## config.mk

```make
export PLATFORM = sky130hd
export DESIGN_NAME = multicycle_ctrl
export DESIGN_NICKNAME = d
export VERILOG_FILES = /design/src/rtl/rv_ctrl_pkg.sv /design/src/rtl/ctrl_decode.sv /design/src/rtl/multicycle_ctrl.sv
export SDC_FILE = /design/constraint.sdc
export NUM_CORES = 1
export LEC_CHECK = 0
export BUFFER_PORTS_ARGS = -buffer_cell sky130_fd_sc_hd__clkbuf_2
export CORE_MARGIN = 5
export CORE_UTILIZATION = 40
export DETAILED_ROUTE_END_ITERATION = 16
export SLEW_MARGIN = 20
export SYNTH_ARGS = -nofsm -noshare
export SYNTH_HDL_FRONTEND = slang
export SYNTH_SLANG_ARGS = --single-unit
export TNS_END_PERCENT = 30
```

## constraint.sdc

```tcl
create_clock -name clk -period 4.99 [get_ports clk]
set_clock_uncertainty 0.05 [all_clocks]
set_input_delay 0.499 -clock clk [delete_from_list [all_inputs] [get_ports clk]]
set_output_delay 0.499 -clock clk [all_outputs]
set_load 0.01 [all_outputs]
```

## src/rtl/rv_ctrl_pkg.sv

```systemverilog
// Shared encodings for the multi-cycle RV32I control unit:
// opcodes, control-bus field values, FSM states and the bus bundle.
package rv_ctrl_pkg;

    localparam logic [6:0] OP_R      = 7'b0110011;
    localparam logic [6:0] OP_I      = 7'b0010011;
    localparam logic [6:0] OP_LOAD   = 7'b0000011;
    localparam logic [6:0] OP_STORE  = 7'b0100011;
    localparam logic [6:0] OP_BRANCH = 7'b1100011;
    localparam logic [6:0] OP_JAL    = 7'b1101111;
    localparam logic [6:0] OP_JALR   = 7'b1100111;

    localparam logic [1:0] ALU_ADD = 2'b00;
    localparam logic [1:0] ALU_BR  = 2'b01;
    localparam logic [1:0] ALU_R   = 2'b10;
    localparam logic [1:0] ALU_I   = 2'b11;

    localparam logic [1:0] BR_SEQ  = 2'b01;
    localparam logic [1:0] BR_COND = 2'b11;
    localparam logic [1:0] BR_JALR = 2'b10;

    localparam logic [1:0] WSEL_ALU = 2'b00;
    localparam logic [1:0] WSEL_MEM = 2'b01;
    localparam logic [1:0] WSEL_PC4 = 2'b10;

    typedef enum logic [2:0] {
        S_FETCH, S_DECODE, S_EXEC, S_MEM, S_WB, S_TRAP
    } state_t;

    typedef enum logic [2:0] {
        C_R, C_I, C_LOAD, C_STORE, C_BRANCH, C_JAL, C_JALR, C_ILL
    } opc_t;

    typedef struct packed {
        logic       imem_req;
        logic       ir_write;
        logic       pc_write;
        logic       mem_read;
        logic       mem_write;
        logic       alu_src;
        logic       reg_write;
        logic [1:0] alu_op;
        logic [1:0] branch;
        logic [1:0] reg_write_sel;
        logic       trap;
    } ctrl_t;

    localparam ctrl_t CTRL_IDLE = '{
        imem_req: 1'b0, ir_write: 1'b0, pc_write: 1'b0,
        mem_read: 1'b0, mem_write: 1'b0, alu_src: 1'b0,
        reg_write: 1'b0, alu_op: ALU_ADD, branch: BR_SEQ,
        reg_write_sel: WSEL_ALU, trap: 1'b0
    };

    function automatic opc_t opc_class(input logic [6:0] op);
        case (op)
            OP_R:      return C_R;
            OP_I:      return C_I;
            OP_LOAD:   return C_LOAD;
            OP_STORE:  return C_STORE;
            OP_BRANCH: return C_BRANCH;
            OP_JAL:    return C_JAL;
            OP_JALR:   return C_JALR;
            default:   return C_ILL;
        endcase
    endfunction

endpackage

```

## src/rtl/ctrl_decode.sv

```systemverilog
// Combinational decoder from FSM state and latched opcode class
// to the datapath control bus.
module ctrl_decode
    import rv_ctrl_pkg::*;
(
    input  state_t state,
    input  opc_t   opc,
    input  logic   run,
    input  logic   imem_ready,
    input  logic   dmem_ready,
    output ctrl_t  ctrl
);

    always_comb begin
        ctrl = CTRL_IDLE;
        // ALU and branch selects stay stable from EXEC through WB
        if (state inside {S_EXEC, S_MEM, S_WB}) begin
            case (opc)
                C_R:      ctrl.alu_op = ALU_R;
                C_I: begin
                    ctrl.alu_op  = ALU_I;
                    ctrl.alu_src = 1'b1;
                end
                C_LOAD, C_STORE, C_JALR: ctrl.alu_src = 1'b1;
                C_BRANCH: ctrl.alu_op = ALU_BR;
                default: ;
            endcase
            case (opc)
                C_BRANCH, C_JAL: ctrl.branch = BR_COND;
                C_JALR:          ctrl.branch = BR_JALR;
                default: ;
            endcase
        end
        unique case (state)
            S_FETCH: begin
                ctrl.imem_req = run;
                ctrl.ir_write = run & imem_ready;
            end
            S_EXEC: ctrl.pc_write = (opc == C_BRANCH);
            S_MEM: begin
                ctrl.mem_read  = (opc == C_LOAD);
                ctrl.mem_write = (opc == C_STORE);
                ctrl.pc_write  = (opc == C_STORE) & dmem_ready;
            end
            S_WB: begin
                ctrl.reg_write = 1'b1;
                ctrl.pc_write  = 1'b1;
                case (opc)
                    C_LOAD:         ctrl.reg_write_sel = WSEL_MEM;
                    C_JAL, C_JALR:  ctrl.reg_write_sel = WSEL_PC4;
                    default:        ctrl.reg_write_sel = WSEL_ALU;
                endcase
            end
            S_TRAP: ctrl.trap = 1'b1;
            default: ;
        endcase
    end

endmodule

```

## src/rtl/multicycle_ctrl.sv

```systemverilog
// Multi-cycle RV32I control FSM: sequences fetch/decode/exec/mem/wb
// over ready handshakes and counts retired instructions.
module multicycle_ctrl
    import rv_ctrl_pkg::*;
#(
    parameter int CNT_W = 32
) (
    input  logic             clk,
    input  logic             rst_n,
    input  logic             run,
    input  logic [6:0]       opcode,
    input  logic             imem_ready,
    input  logic             dmem_ready,
    output logic             imem_req,
    output logic             ir_write,
    output logic             pc_write,
    output logic             mem_read,
    output logic             mem_write,
    output logic             alu_src,
    output logic             reg_write,
    output logic [1:0]       alu_op,
    output logic [1:0]       branch,
    output logic [1:0]       reg_write_sel,
    output logic             trap,
    output logic [CNT_W-1:0] instret
);

    state_t state, state_nxt;
    opc_t   opc_q, opc_dec;
    ctrl_t  dec, ctrl;

    assign opc_dec = opc_class(opcode);

    ctrl_decode u_dec (
        .state      (state),
        .opc        (opc_q),
        .run        (run),
        .imem_ready (imem_ready),
        .dmem_ready (dmem_ready),
        .ctrl       (dec)
    );

    // Reset masks the bus in the same cycle, regardless of state
    assign ctrl = rst_n ? dec : CTRL_IDLE;

    always_ff @(posedge clk) begin
        if (!rst_n) begin
            state   <= S_FETCH;
            opc_q   <= C_R;
            instret <= '0;
        end else begin
            state <= state_nxt;
            if (state == S_DECODE) opc_q <= opc_dec;
            if (ctrl.pc_write) instret <= instret + 1'b1;
        end
    end

    always_comb begin
        state_nxt = state;
        unique case (state)
            S_FETCH:  if (run && imem_ready) state_nxt = S_DECODE;
            S_DECODE: state_nxt = (opc_dec == C_ILL) ? S_TRAP : S_EXEC;
            S_EXEC: begin
                case (opc_q)
                    C_BRANCH:        state_nxt = S_FETCH;
                    C_LOAD, C_STORE: state_nxt = S_MEM;
                    default:         state_nxt = S_WB;
                endcase
            end
            S_MEM: if (dmem_ready)
                state_nxt = (opc_q == C_LOAD) ? S_WB : S_FETCH;
            S_WB:     state_nxt = S_FETCH;
            S_TRAP:   state_nxt = S_TRAP;
            default:  state_nxt = S_FETCH;
        endcase
    end

    assign imem_req      = ctrl.imem_req;
    assign ir_write      = ctrl.ir_write;
    assign pc_write      = ctrl.pc_write;
    assign mem_read      = ctrl.mem_read;
    assign mem_write     = ctrl.mem_write;
    assign alu_src       = ctrl.alu_src;
    assign reg_write     = ctrl.reg_write;
    assign alu_op        = ctrl.alu_op;
    assign branch        = ctrl.branch;
    assign reg_write_sel = ctrl.reg_write_sel;
    assign trap          = ctrl.trap;

endmodule

```

==> results of run 1 <==
[worst max-delay path, stage by stage, from the launching register on]
cell,delay (ns)
dfxtp_1,0.57
nor2b_1,0.71
o21ai_0,0.31
nor3_1,0.22
clkbuf_2,0.16
[area by class of cell]
type                       instances  share of cell area
tap                               72              0.0340
inverter                           7             0.00992
timing repair buffer              57               0.108
clock buffer                       6              0.0312
sequential                        38               0.287
clock inverter                     2             0.00473
multi-input combinational        211               0.525
[flip-flops by register name, indices dropped and copies added (netlist names)]
| signal | flops |
|---|---|
| instret | 32 |
| opc_q | 3 |
| state | 3 |
[power by group]
part           internal, mW  switching [mW]
clock network         0.111           0.115
registers             0.306         0.00966
logic                0.0180          0.0260
total                 0.436           0.151
[layer usage]
layer,vias to the layer above,part of all wire,global-route usage
li1,1112,-,-
met2,49,0.46,0.260
met5,-,0,0
met4,0,0.010,0.0403
met1,1034,0.47,0.201
met3,5,0.054,0.0398
[cells in the mapped netlist (4+ instances only)]
library cell   n  share of area
nor3_1         9          0.020
inv_1          6          0.010
clkbuf_1       5         0.0083
a21oi_1       29          0.064
or4_1          9          0.030
xnor2_1        8          0.031
or3_1         11          0.030
mux2i_1        4          0.018
a211oi_1       5          0.017
nand2_1       22          0.037
nand2b_1       8          0.022
nand4_1        7          0.019
nand3_1       12          0.027
dfxtp_1       38           0.34
buf_2          4         0.0088
nor2_1        16          0.027
o31ai_1        9          0.030
o21ai_0       16          0.035
[logic make-up after synthesis]
| group | Yosys count | share of synthesized area |
|---|---|---|
| AOI/OAI and AO/OA | 75 | 0.217 |
| muxes | 4 | 0.0177 |
| buffers and inverters | 21 | 0.0492 |
| and+or+nand+nor | 120 | 0.332 |
| xor gates and xnor gates | 11 | 0.0426 |
| DFF | 38 | 0.336 |
| adders and majority gates | 1 | 0.00553 |
[how the worst min path moves through the flow]
| stage | depth (start not counted) | start | end | slack, ns |
|---|---|---|---|---|
| final | 1 | instret[31] | instret[31] | 0.43 |
| after detailed placement | 1 | instret[31] | instret[31] | 0.43 |
| after global routing | 2 | dmem_ready | state[0] | 0.45 |
| after global placement | 2 | instret[27] | instret[27] | 0.43 |
| after CTS | 2 | dmem_ready | state[0] | 0.45 |
| after floorplan | 1 | instret[31] | instret[31] | 0.43 |
==> out/results.tsv, run 1 <==
metric	value	unit
outcome	finished clean	
crit_required	4.44	ns
cp-endpoint	alu_op[0]	
antenna_found_initial	0	
drv_cap	0	
syn-num-nets	283	
min_path_type	flop to flop	
r2r_slack	2.24	ns
cts_resized	0	
clock-sinks	38	
power.density	222	nW/um2
port_buffers	57	
setup_viol	0	
synth-async-reset-ratio	0	
fin_util	0.481	
cp.arrival	2.27	ns
final_area	2650	um2
synth_cell_types	54	
drt-total-wl	5520	um
root_buffer	clkbuf_8	
cp-start-kind	flop	
final_cells	393	
initial_core_util	0.411	
core.rowCount	27	
vias	2200	
r2r-start	state[1]	
cts_hold_buf	0	
maxSlewViolCount	0	
dp_hpwl	4000	um
drt_pass1_iterations	4	
io-pin-count	58	
cts_tree	yes	
peakVddDrop	0.129	mV
finalHoldViolations	0	
nNetsFinal	333	
placed_area	2550	um2
ant_nets	0	
cts_htree_levels	2	
p_leak	0.970	nW
grt_max_degree	33	
yosys_most_used_dff	dfxtp_1	
syn_area	2260	um2
die_h	85.2	um
synthToLayoutAreaGrowth	17.0	%
path_class	flop to output pin	
synth_seq_area_share	0.336	
final_common_cell	clkbuf_2	
cts_buffer_depth	2	
dieArea	7260	um2
grt-ovfl-total	0	
post-route-period-util	0.565	
mostFrequentLayoutCells	57 x clkbuf_2, 38 x dfxtp_1, 29 x a21oi_1	
viasPerCell	5.60	
fill_cells	565	
rsz0062_at_grt	false	
drt_iter0_drc	91	
report.power.total	0.587	mW
grt_usage	0.156	
clk_pin_slew	0.08	ns
core_area	5510	um2
register_area	761	um2
post-cts-setup-buffers	0	
startpoint	state[1]	
gp_routability_congestion	0.805	
drive_gt1_frac	0.259	
syn_avg_cell_area	8.38	um2
yosys_warnings	0	
cp-end-kind	output pin	
worst_hold_slack	0.435	ns
tns	0	ns
wl_per_cell	14.0	um
synthCells	270	
drcViolationCount	0	
grt_pass1_wl	9450	um
first_global_vias	2035	
fin_crit	2.82	ns
max_slew_margin	0.318	
multi_input_area	1390	um2
insertion_delay	0.29	ns
placed_cells	385	
rr_worst_depth	5	
crit_fanout	11	
fmax	0.354	GHz
fp.dieW	85.2	um
synth_edf_count	0	
ys_ff_latch	38	
tightest_slew	1.02	ns
antennaDiodeCount	0	
pre_cts_ws	2.20	ns
r2r-end	instret[22]	
fin_ws	2.17	ns
cts_made_buffers	5	
Power figures use the tool's default switching activity.
==> run 2: changes to the inputs <==
--- a/config.mk
+++ b/config.mk
@@ -9,6 +9,7 @@
 export CORE_MARGIN = 5
 export CORE_UTILIZATION = 40
 export DETAILED_ROUTE_END_ITERATION = 16
+export PLACE_DENSITY = 0.65
 export SLEW_MARGIN = 20
 export SYNTH_ARGS = -nofsm -noshare
 export SYNTH_HDL_FRONTEND = slang
==> constraint.sdc (replaced) <==
create_clock -name clk -period 2.5 [get_ports clk]
set_clock_uncertainty 0.05 [all_clocks]
set_input_delay 0.25 -clock clk [delete_from_list [all_inputs] [get_ports clk]]
set_output_delay 0.25 -clock clk [all_outputs]
set_load 0.01 [all_outputs]
==> run 2 against run 1 <==
Against the previous run:
- via count grew 0.32%
- cell count is 0.76% higher
- critical path type is now flop to flop
- total power is 93% higher
- largest power group unchanged
- sequential share of layout area shrank 0.27 points
- wire length shrank 0.31%
- die area stayed put
- first-iteration DRC count up 8.8%
==> out/results.tsv, run 2 (synthesized netlist as in run 1, its figures left out) <==
metric	value	unit
post-cts-setup-buffers	0	
rsz0062_at_grt	false	
cts_buffer_depth	2	
clock-sinks	38	
pwr-share-clk	0.363	
crit_chain	and3b_1, nand4_4, a21o_4, or4_1, a21oi_1	
fin_crit	2.21	ns
synthToLayoutAreaGrowth	18.1	%
setup_viol	0	
pre_cts_ws	0.309	ns
cts_htree_levels	2	
gp_routability_congestion	0.808	
core_area	5510	um2
outcome	finished clean	
grt-ovfl-total	0	
grt_pass1_wl	9630	um
insertion_delay	0.29	ns
die_h	85.2	um
cp-start-kind	flop	
crit_required	2.67	ns
wl_per_cell	13.9	um
cts_tree	yes	
vias	2207	
placed_cells	390	
drt_pass1_iterations	4	
cp.arrival	2.38	ns
grt_max_degree	32	
seq_power_share	0.558	
post-route-period-util	0.884	
nNetsFinal	338	
crit_fanout	19	
fmax	0.453	GHz
dieArea	7260	um2
drive_gt1_frac	0.265	
core.rowCount	27	
root_buffer	clkbuf_8	
dp_hpwl	4080	um
initial_core_util	0.411	
top_register	instret	
drcViolationCount	0	
p_comb_frac	0.079	
power.density	424	nW/um2
swShare	0.239	
antennaDiodeCount	0	
maxSlewViolCount	0	
p_leak	0.991	nW
io-pin-count	58	
mostFrequentLayoutCells	57 x clkbuf_2, 38 x dfxtp_1, 29 x a21oi_1	
cts_resized	0	
antenna_found_initial	0	
worst_hold_slack	0.224	ns
final_cells	396	
path_class	flop to flop	
p_switching	0.270	mW
slowest_delay	0.60	ns
final_common_cell	clkbuf_2	
cts_made_buffers	5	
largest_reg_flops	32	
fill_cells	579	
port_buffers	57	
internal_power	0.862	mW
min_path_type	input pin to flop	
fin_ws	0.291	ns
viasPerCell	5.57	
fp.dieW	85.2	um
drt-total-wl	5500	um
tns	0	ns
ant_nets	0	
grt_usage	0.160	
cp-end-kind	flop	
drv_cap	0	
report.power.total	1.13	mW
clk_pin_slew	0.07	ns
finalHoldViolations	0	
drt_iter0_drc	99	
cts_hold_buf	0	
tightest_slew	0.761	ns
first_global_vias	2160	
max_slew_margin	0.479	
slowest_stage	dfxtp_1	
peakVddDrop	0.215	mV
top_regs	instret x32, opc_q x3, state x3	
[run 2: cell types whose count changed in the layout (fill, tap and decap cells not counted)]
| cell | previous run | this run |
|---|---|---|
| clkinvlp_4 | 1 | 0 |
| clkinv_2 | 1 | 0 |
| buf_4 | 0 | 5 |
[run 2: critical path, delay by kind of cell (launching register included)]
family	cells	cell delay, ns
AO/OA/AOI/OAI	2	0.49
flip-flops	1	0.60
AND/OR/NAND/NOR	3	1.00
[run 2: layout make-up]
type                            count  area, um2  share of cell area
Multi-Input combinational cell    211       1390               0.520
Sequential cell                    38        761               0.285
Timing Repair Buffer               62        323               0.121
Tap cell                           72       90.1              0.0337
Clock buffer                        6       82.6              0.0309
Inverter                            7       26.3             0.00983
[run 2: path summary, 6_finish.rpt]
check        slack, ns           to  cells after the start        start
min               0.22     state[0]                      2   dmem_ready
min reg2reg       0.42  instret[31]                      1  instret[31]
max reg2reg       0.29  instret[19]                      5     opc_q[0]
max               0.29  instret[19]                      5     opc_q[0]
[run 2: per-stage QoR]
stage	cell area (um2)	utilization
finish	2670	0.485
global route	2670	0.485
CTS	2670	0.485
detailed placement	2590	0.470
global placement	2590	0.470
floorplan	2260	-
[run 2: layer usage]
metal  wire (um)  part of all wire  track usage  vias to the layer above
met2        2580              0.47        0.275                       49
met3         314             0.057       0.0466                        5
met5           0                 0            0                        -
li1            -                 -            -                     1124
met1        2540              0.46        0.194                     1029
met4          67             0.012       0.0432                        0
[run 2: power groups by stage]
stage,registers (mW),clock network [mW],logic [mW]
2_1_floorplan,0.630,0,0.0792
3_3_place_gp,0.644,0,0.0898
3_5_place_dp,0.645,0,0.0905
4_1_cts,0.631,0.421,0.0910
5_1_grt,0.633,0.454,0.103
6_report,0.631,0.411,0.0898
